File: config.mk
export PLATFORM = sky130hd
export DESIGN_NAME = nn_sld_ctrl_flat
export DESIGN_NICKNAME = d
export VERILOG_FILES = /design/src/rtl/nn_sld_pkg.sv /design/src/rtl/nn_sld_ctrl_if.sv /design/src/rtl/nn_sld_addr_gen.sv /design/src/rtl/nn_sld_ctrl.sv /design/src/flat_wrapper.sv
export SDC_FILE = /design/constraint.sdc
export NUM_CORES = 1
export LEC_CHECK = 0
export CAP_MARGIN = 20
export CORE_MARGIN = 2
export CORE_UTILIZATION = 57
export DETAILED_ROUTE_END_ITERATION = 10
export PLACE_DENSITY = 0.86
export SKIP_LAST_GASP = 1
export SYNTH_ARGS = -nofsm -noshare
export SYNTH_HDL_FRONTEND = slang
export SYNTH_SLANG_ARGS = --single-unit
File: constraint.sdc
create_clock -name i_clk -period 5.78 [get_ports i_clk]
set_input_delay 1.445 -clock i_clk [delete_from_list [all_inputs] [get_ports i_clk]]
set_output_delay 1.445 -clock i_clk [all_outputs]
set_load 0.005 [all_outputs]
File: src/rtl/nn_sld_pkg.sv
// Shared definitions for the sliding-window job sequencer: mode encodings,
// kernel depths and the controller state type.
package nn_sld_pkg;

  localparam logic [1:0] MODE_3X3 = 2'b00;
  localparam logic [1:0] MODE_6A  = 2'b01;
  localparam logic [1:0] MODE_6B  = 2'b10;
  localparam logic [1:0] MODE_6C  = 2'b11;

  localparam int K_3X3 = 3;
  localparam int K_6   = 6;
  localparam int K_W   = 3;

  typedef logic [K_W-1:0] depth_t;

  typedef enum logic [2:0] {
    ST_IDLE,
    ST_PRELOAD,
    ST_SLIDE,
    ST_HOLD,
    ST_FIN
  } state_t;

  // Every 6-deep mode shares the same window depth; only 3x3 differs.
  function automatic depth_t kernel_depth(input logic [1:0] mode);
    return (mode == MODE_3X3) ? depth_t'(K_3X3) : depth_t'(K_6);
  endfunction

endpackage

File: src/rtl/nn_sld_ctrl_if.sv
// Bundle between the layer scheduler / PE array side (master) and the
// sliding-window job sequencer (slave).
interface nn_sld_ctrl_if #(
  parameter int ADDR_W = 10,
  parameter int COL_W  = 8
);

  logic              i_start;
  logic [1:0]        i_mode;
  logic              i_3x3;
  logic [COL_W-1:0]  i_cols;
  logic [ADDR_W-1:0] i_base_addr;
  logic              i_pe_ready;

  logic              o_busy;
  logic              o_done;
  logic              o_rd_en;
  logic [ADDR_W-1:0] o_rd_addr;
  logic              o_shift;
  logic [1:0]        o_mode;
  logic              o_3x3;
  logic              o_win_valid;
  logic [COL_W-1:0]  o_win_idx;

  modport master (
    output i_start, i_mode, i_3x3, i_cols, i_base_addr, i_pe_ready,
    input  o_busy, o_done, o_rd_en, o_rd_addr, o_shift,
           o_mode, o_3x3, o_win_valid, o_win_idx
  );

  modport slave (
    input  i_start, i_mode, i_3x3, i_cols, i_base_addr, i_pe_ready,
    output o_busy, o_done, o_rd_en, o_rd_addr, o_shift,
           o_mode, o_3x3, o_win_valid, o_win_idx
  );

endinterface

File: src/rtl/nn_sld_addr_gen.sv
// Input-buffer read address counter: loads the job base, advances once per
// issued read (wrapping naturally) and counts reads issued in the job.
module nn_sld_addr_gen #(
  parameter int ADDR_W = 10,
  parameter int CNT_W  = 8
) (
  input  logic              i_clk,
  input  logic              i_rst,
  input  logic              i_load,
  input  logic [ADDR_W-1:0] i_base,
  input  logic              i_inc,
  output logic [ADDR_W-1:0] o_addr,
  output logic [CNT_W-1:0]  o_count
);

  logic [ADDR_W-1:0] addr_q;
  logic [CNT_W-1:0]  count_q;

  // NOTE: only control state lives here, so every flop takes the synchronous
  // reset; a data-path memory would be left unreset to keep it cheap.
  always_ff @(posedge i_clk) begin
    if (i_rst) begin
      addr_q  <= '0;
      count_q <= '0;
    end else if (i_load) begin
      addr_q  <= i_base;
      count_q <= '0;
    end else if (i_inc) begin
      addr_q  <= addr_q + ADDR_W'(1);
      count_q <= count_q + CNT_W'(1);
    end
  end

  assign o_addr  = addr_q;
  assign o_count = count_q;

endmodule

File: src/rtl/nn_sld_ctrl.sv
// Sliding-window job sequencer: preloads K columns into the register file,
// then slides one column per accepted window while holding under backpressure.
module nn_sld_ctrl
  import nn_sld_pkg::*;
#(
  parameter int ADDR_W = 10,
  parameter int COL_W  = 8
) (
  input logic          i_clk,
  input logic          i_rst,
  nn_sld_ctrl_if.slave bus
);

  state_t            state_q, state_d;
  logic [1:0]        mode_q;
  logic              h3_q;
  depth_t            k_q;
  logic [COL_W-1:0]  nw_q;
  logic [COL_W-1:0]  win_idx_q;
  logic              shift_q;

  logic              start_acc;
  logic              accept;
  logic              last_win;
  logic              preload_last;
  logic              rd_en;
  depth_t            k_new;
  logic [COL_W-1:0]  nw_new;
  logic [ADDR_W-1:0] rd_addr;
  logic [COL_W-1:0]  rd_count;

  // Window count is fixed at start so the slide loop needs no column counter.
  assign k_new  = kernel_depth(bus.i_mode);
  assign nw_new = (bus.i_cols >= COL_W'(k_new))
                ? bus.i_cols - COL_W'(k_new) + COL_W'(1)
                : '0;

  assign start_acc    = (state_q == ST_IDLE) && bus.i_start;
  assign accept       = (state_q == ST_HOLD) && bus.i_pe_ready;
  assign last_win     = (win_idx_q == nw_q - COL_W'(1));
  assign preload_last = (rd_count == COL_W'(k_q) - COL_W'(1));

  nn_sld_addr_gen #(
    .ADDR_W (ADDR_W),
    .CNT_W  (COL_W)
  ) u_addr_gen (
    .i_clk   (i_clk),
    .i_rst   (i_rst),
    .i_load  (start_acc),
    .i_base  (bus.i_base_addr),
    .i_inc   (rd_en),
    .o_addr  (rd_addr),
    .o_count (rd_count)
  );

  // NOTE: defaults are assigned before the case so no path leaves a signal
  // unassigned; otherwise synthesis would infer latches.
  always_comb begin
    state_d = state_q;
    rd_en   = 1'b0;
    unique case (state_q)
      ST_IDLE: begin
        if (bus.i_start) state_d = (nw_new == '0) ? ST_FIN : ST_PRELOAD;
      end
      ST_PRELOAD: begin
        rd_en = 1'b1;
        if (preload_last) state_d = ST_SLIDE;
      end
      ST_SLIDE: begin
        if (shift_q) state_d = ST_HOLD;
      end
      ST_HOLD: begin
        // The next column read goes out in the acceptance cycle itself.
        if (bus.i_pe_ready) begin
          if (last_win) begin
            state_d = ST_FIN;
          end else begin
            rd_en   = 1'b1;
            state_d = ST_SLIDE;
          end
        end
      end
      ST_FIN:  state_d = ST_IDLE;
      default: state_d = ST_IDLE;
    endcase
  end

  // NOTE: all state updates use non-blocking assignments so every flop sees
  // the pre-edge values of the others, independent of statement order.
  always_ff @(posedge i_clk) begin
    if (i_rst) begin
      state_q   <= ST_IDLE;
      shift_q   <= 1'b0;
      mode_q    <= '0;
      h3_q      <= 1'b0;
      k_q       <= '0;
      nw_q      <= '0;
      win_idx_q <= '0;
    end else begin
      state_q <= state_d;
      shift_q <= rd_en;
      if (start_acc) begin
        mode_q    <= bus.i_mode;
        h3_q      <= bus.i_3x3;
        k_q       <= k_new;
        nw_q      <= nw_new;
        win_idx_q <= '0;
      end else if (accept && !last_win) begin
        win_idx_q <= win_idx_q + COL_W'(1);
      end
    end
  end

  assign bus.o_busy      = state_q inside {ST_PRELOAD, ST_SLIDE, ST_HOLD};
  assign bus.o_done      = (state_q == ST_FIN);
  assign bus.o_rd_en     = rd_en;
  assign bus.o_rd_addr   = rd_addr;
  assign bus.o_shift     = shift_q;
  assign bus.o_mode      = mode_q;
  assign bus.o_3x3       = h3_q;
  assign bus.o_win_valid = (state_q == ST_HOLD);
  assign bus.o_win_idx   = win_idx_q;

  a_done_single: assert property (@(posedge i_clk) disable iff (i_rst)
    bus.o_done |=> !bus.o_done);

  a_no_read_when_idle: assert property (@(posedge i_clk) disable iff (i_rst)
    !bus.o_busy |-> !bus.o_rd_en);

  a_hold_is_stable: assert property (@(posedge i_clk) disable iff (i_rst)
    (bus.o_win_valid && !bus.i_pe_ready) |-> (!bus.o_rd_en && !bus.o_shift));

  a_idx_in_range: assert property (@(posedge i_clk) disable iff (i_rst)
    bus.o_win_valid |-> (win_idx_q < nw_q));

endmodule

File: src/flat_wrapper.sv
// flat-port wrapper written by rule: the top's interface ports become plain ports
module nn_sld_ctrl_flat import nn_sld_pkg::*;
#(
  parameter int ADDR_W = 10,
  parameter int COL_W  = 8
)
  (i_clk, i_rst, bus_i_start, bus_i_mode, bus_i_3x3, bus_i_cols, bus_i_base_addr, bus_i_pe_ready, bus_o_busy, bus_o_done, bus_o_rd_en, bus_o_rd_addr, bus_o_shift, bus_o_mode, bus_o_3x3, bus_o_win_valid, bus_o_win_idx);
  nn_sld_ctrl_if #(.ADDR_W(ADDR_W), .COL_W(COL_W)) bus_i ();
  input logic i_clk;
  input logic i_rst;
  input wire logic [$bits(bus_i.i_start)-1:0] bus_i_start;
  input wire logic [$bits(bus_i.i_mode)-1:0] bus_i_mode;
  input wire logic [$bits(bus_i.i_3x3)-1:0] bus_i_3x3;
  input wire logic [$bits(bus_i.i_cols)-1:0] bus_i_cols;
  input wire logic [$bits(bus_i.i_base_addr)-1:0] bus_i_base_addr;
  input wire logic [$bits(bus_i.i_pe_ready)-1:0] bus_i_pe_ready;
  output wire logic [$bits(bus_i.o_busy)-1:0] bus_o_busy;
  output wire logic [$bits(bus_i.o_done)-1:0] bus_o_done;
  output wire logic [$bits(bus_i.o_rd_en)-1:0] bus_o_rd_en;
  output wire logic [$bits(bus_i.o_rd_addr)-1:0] bus_o_rd_addr;
  output wire logic [$bits(bus_i.o_shift)-1:0] bus_o_shift;
  output wire logic [$bits(bus_i.o_mode)-1:0] bus_o_mode;
  output wire logic [$bits(bus_i.o_3x3)-1:0] bus_o_3x3;
  output wire logic [$bits(bus_i.o_win_valid)-1:0] bus_o_win_valid;
  output wire logic [$bits(bus_i.o_win_idx)-1:0] bus_o_win_idx;
  assign bus_i.i_start = bus_i_start;
  assign bus_i.i_mode = bus_i_mode;
  assign bus_i.i_3x3 = bus_i_3x3;
  assign bus_i.i_cols = bus_i_cols;
  assign bus_i.i_base_addr = bus_i_base_addr;
  assign bus_i.i_pe_ready = bus_i_pe_ready;
  assign bus_o_busy = bus_i.o_busy;
  assign bus_o_done = bus_i.o_done;
  assign bus_o_rd_en = bus_i.o_rd_en;
  assign bus_o_rd_addr = bus_i.o_rd_addr;
  assign bus_o_shift = bus_i.o_shift;
  assign bus_o_mode = bus_i.o_mode;
  assign bus_o_3x3 = bus_i.o_3x3;
  assign bus_o_win_valid = bus_i.o_win_valid;
  assign bus_o_win_idx = bus_i.o_win_idx;
  nn_sld_ctrl #(.ADDR_W(ADDR_W), .COL_W(COL_W)) u_core (.i_clk(i_clk), .i_rst(i_rst), .bus(bus_i));
endmodule
==> summary.md <==
| Metric | Value |
|---|---|
| DRC viols | 0 |
| CP dominant cell by count | clkdlybuf4s50_1 |
| Leading area contributor after synthesis | dfxtp_1 |
| I/O Pins | 51 |
| DR pass1 iterations | 4 |
| Type of origin of the critical path | input pin |
| Sequential share of power | 0.387 |
| Max Root-Sink Buffers | 2 |
| Vias post-DR | 2689 |
| Vias per Instance | 5.82 |
| H-tree levels | 2 |
| Worst slack at placement | 942 ps |
| DP Area | 0.00333 mm^2 |
| Most frequent cells in the layout | clkdlybuf4s50_1, dfxtp_1, nor2_1 |
| Commonest non-fill, non-tap cell in the layout | clkdlybuf4s50_1 |
| Synthesized Nets | 393 |
| Design Area, Final | 0.00342 mm^2 |
| Synth area leaders | dfxtp_1, ha_1, a21oi_1, xnor2_1, nor2_1 |
| Initial antenna violation count | 0 |
| Logic pwr share | 0.439 |
| Post-route antenna net violation count | 0 |
| Num CTS Buffers | 5 |
| Final worst slack | 910 ps |
| Post-Syn Instances | 349 |
| Max stage delay on crit path | 490 ps |
| CTS tree | built |
| Yosys top cell area share | 0.317 |
| Clk_lat worst skew | 300 ps |
| Final setup viols | 0 |
| HP Class | reg2reg |
| Initial Utilization | 0.589 |
| Grt total ovfl | 0 |
| Max rail drop VDD | 0.000421 V |
| Drt wl/cell | 13.5 um |
| Grt met1 use | 0.318 |
| CP endpoint kind | output pin |
| Antenna diodes | 0 |
| Final Max Slew Viols | 0 |
| Crit-path cells | clkdlybuf4s50_1, o21ai_0, a21o_1, inv_2, clkdlybuf4s50_1 |
| Post-CTS Setup Bufs | 0 |
| Switching pwr | 0.427 mW |
| Ys flop type | dfxtp_1 |
| Fmax | 0.205 GHz |
| Yosys warns | 0 |
| Pint | 0.670 mW |
| Vias in the first global route | 2495 |
| Die height | 73.8 um |
| Met2 GRT Util | 0.420 |
| Distinct cells, synth | 59 |
| Power per cell area | 321 mW/mm^2 |
| Syn_area_per_cell | 7.97 um^2 |
| Leak Pwr | 1.26 nW |
| Req. time, crit path | 4340 ps |
| Switching part of the total | 0.389 |
| DP Wirelength | 4770 um |
| GPL Wtd Cong | 0.877 |
| CTS Root Cell | clkbuf_8 |
| Max-Cap Viols | 0 |
| Area Overhead vs Synth | 22.9% |
| Min Clock Period, post-route | 4870 ps |
| Fraction of layout cells with a size suffix above 1 | 0.0608 |
| Placed cell count | 454 |
| Overall Global Routing Usage | 0.247 |
| Hold violation total from the final report | 0 |
| Post-Syn Area | 0.00278 mm^2 |
| Row count | 25 |
| CP max stage cell | a21o_1 |
| Nets@finish | 438 |
| DRT Wirelength | 6250 um |
| Fin Setup TNS | 0 ps |
| Clock share of power | 0.174 |
| First-pass GRT wire length | 10600 um |
| Max_slew headroom | 0.328 |
| Iter 0 DRT Violations | 155 |
| Met3 usage | 0.0425 |
| #FFs+latches synth | 44 |
| CP arrival | 3420 ps |
| Most Used Layer, Global Route | met2 |
| Post-synth EDFFs | 0 |
| RSZ-0062 raised after global routing | no |
| Period Utilization, post-route | 0.843 |
| Synth async-reset ratio | 0 |
| Number of port buffers | 50 |
| Post-CTS Hold Buffers | 0 |
| Register area share after synthesis | 0.317 |
| Critical path peak fanout | 20 |
| Core Footprint | 0.00472 mm^2 |
| Die area | 0.00545 mm^2 |
| Reg clk slew, reported paths | 80 ps |
| Worst path bufs/invs | 3 |
| Tightest Pin Transition | 1000 ps |
| Clock sinks | 44 |
| Critical path's top delay family | buffers and inverters |
| PostCTS Resize Cnt | 0 |
| Worst Skew | 5.25 ps |
| Status | complete, no violations |
| Post-route insts no fill | 462 |
| Worst Setup Path Type | in2out |
| Die width | 73.8 um |
| Pin count of the biggest net entering global routing | 30 |
-- sequential cells by signal, indices dropped and copies added (netlist names) --
name,cells
u_core.k_q,3
u_core.state_q,3
u_core.bus.o_shift,1
u_core.nw_q,8
u_core.u_addr_gen.o_addr,10
u_core.bus.o_win_idx,8
u_core.bus.o_mode,2
u_core.bus.o_3x3,1
u_core.u_addr_gen.o_count,8
-- worst reg2reg max path, delay by kind of cell (launching register included) --
kind | cells | cell delay, ps
AOI/OAI and AO/OA | 4 | 1450
buffers and inverters | 2 | 260
and+or+nand+nor | 2 | 450
adders and majority gates | 1 | 280
xor gates and xnor gates | 1 | 150
DFF | 1 | 410
-- per-layer routing --
layer  vias to the layer above  wire length (um)
li1                       1357                 -
met5                         -                 0
met3                         8               291
met1                      1257              2880
met2                        67              3010
met4                         0                71
-- layout make-up --
class / instances / area (um^2)
clock inverters: 3 / 18.8
fillers: 376 / 1310
multi-input cells: 271 / 1770
repair buffers: 52 / 515
well taps: 67 / 83.8
flip-flops and latches: 44 / 881
clock buffers: 5 / 68.8
inverters: 20 / 75.1
-- through the flow --
step,total power [mW],hold slack (ps),util
final,1.10,459,0.723
after CTS,1.10,461,0.723
after global routing,1.18,499,0.723
after global placement,0.894,441,0.705
after detailed placement,0.911,450,0.705
after floorplan,0.744,450,-
-- Yosys cell counts (all sizes together), types with 4 or more instances --
master / count
and2: 6
dfxtp: 44
nor3: 13
o21ai: 17
nor4: 4
xnor2: 14
clkbuf: 11
a22oi: 4
xor2: 6
nor2: 32
a211oi: 7
nand3: 11
or2: 4
or4: 6
nand2: 29
or3: 14
inv: 20
and3: 7
ha: 18
a21oi: 26
-- final timing paths --
check	from	to	slack, ps	depth (start not counted)
max	bus_i_pe_ready	bus_o_rd_en	910	5
min	u_core.bus.o_mode[0]	u_core.bus.o_mode[0]	460	2
max reg2reg	u_core.nw_q[0]	u_core.u_addr_gen.o_addr[5]	2690	10
min reg2reg	u_core.bus.o_mode[0]	u_core.bus.o_mode[0]	460	2
-- power groups by stage --
| stage | combinational [mW] | clock, mW | sequential [mW] |
|---|---|---|---|
| 2_1_floorplan | 0.336 | 0 | 0.408 |
| 3_3_place_gp | 0.467 | 0 | 0.427 |
| 3_5_place_dp | 0.482 | 0 | 0.429 |
| 4_1_cts | 0.483 | 0.195 | 0.423 |
| 5_1_grt | 0.537 | 0.208 | 0.434 |
| 6_report | 0.482 | 0.190 | 0.425 |
-- cells by family (layout without fill, tap and decap cells) --
| kind of cell | after synthesis | count (layout) | share of synthesized area |
|---|---|---|---|
| xor gates and xnor gates | 20 | 20 | 0.0630 |
| buffers and inverters | 34 | 80 | 0.0473 |
| adders and majority gates | 19 | 19 | 0.0882 |
| muxes | 3 | 3 | 0.0117 |
| DFF | 44 | 44 | 0.317 |
| and+or+nand+nor | 139 | 139 | 0.257 |
| AOI/OAI and AO/OA | 90 | 90 | 0.216 |
(Power assumes the default switching activity.)
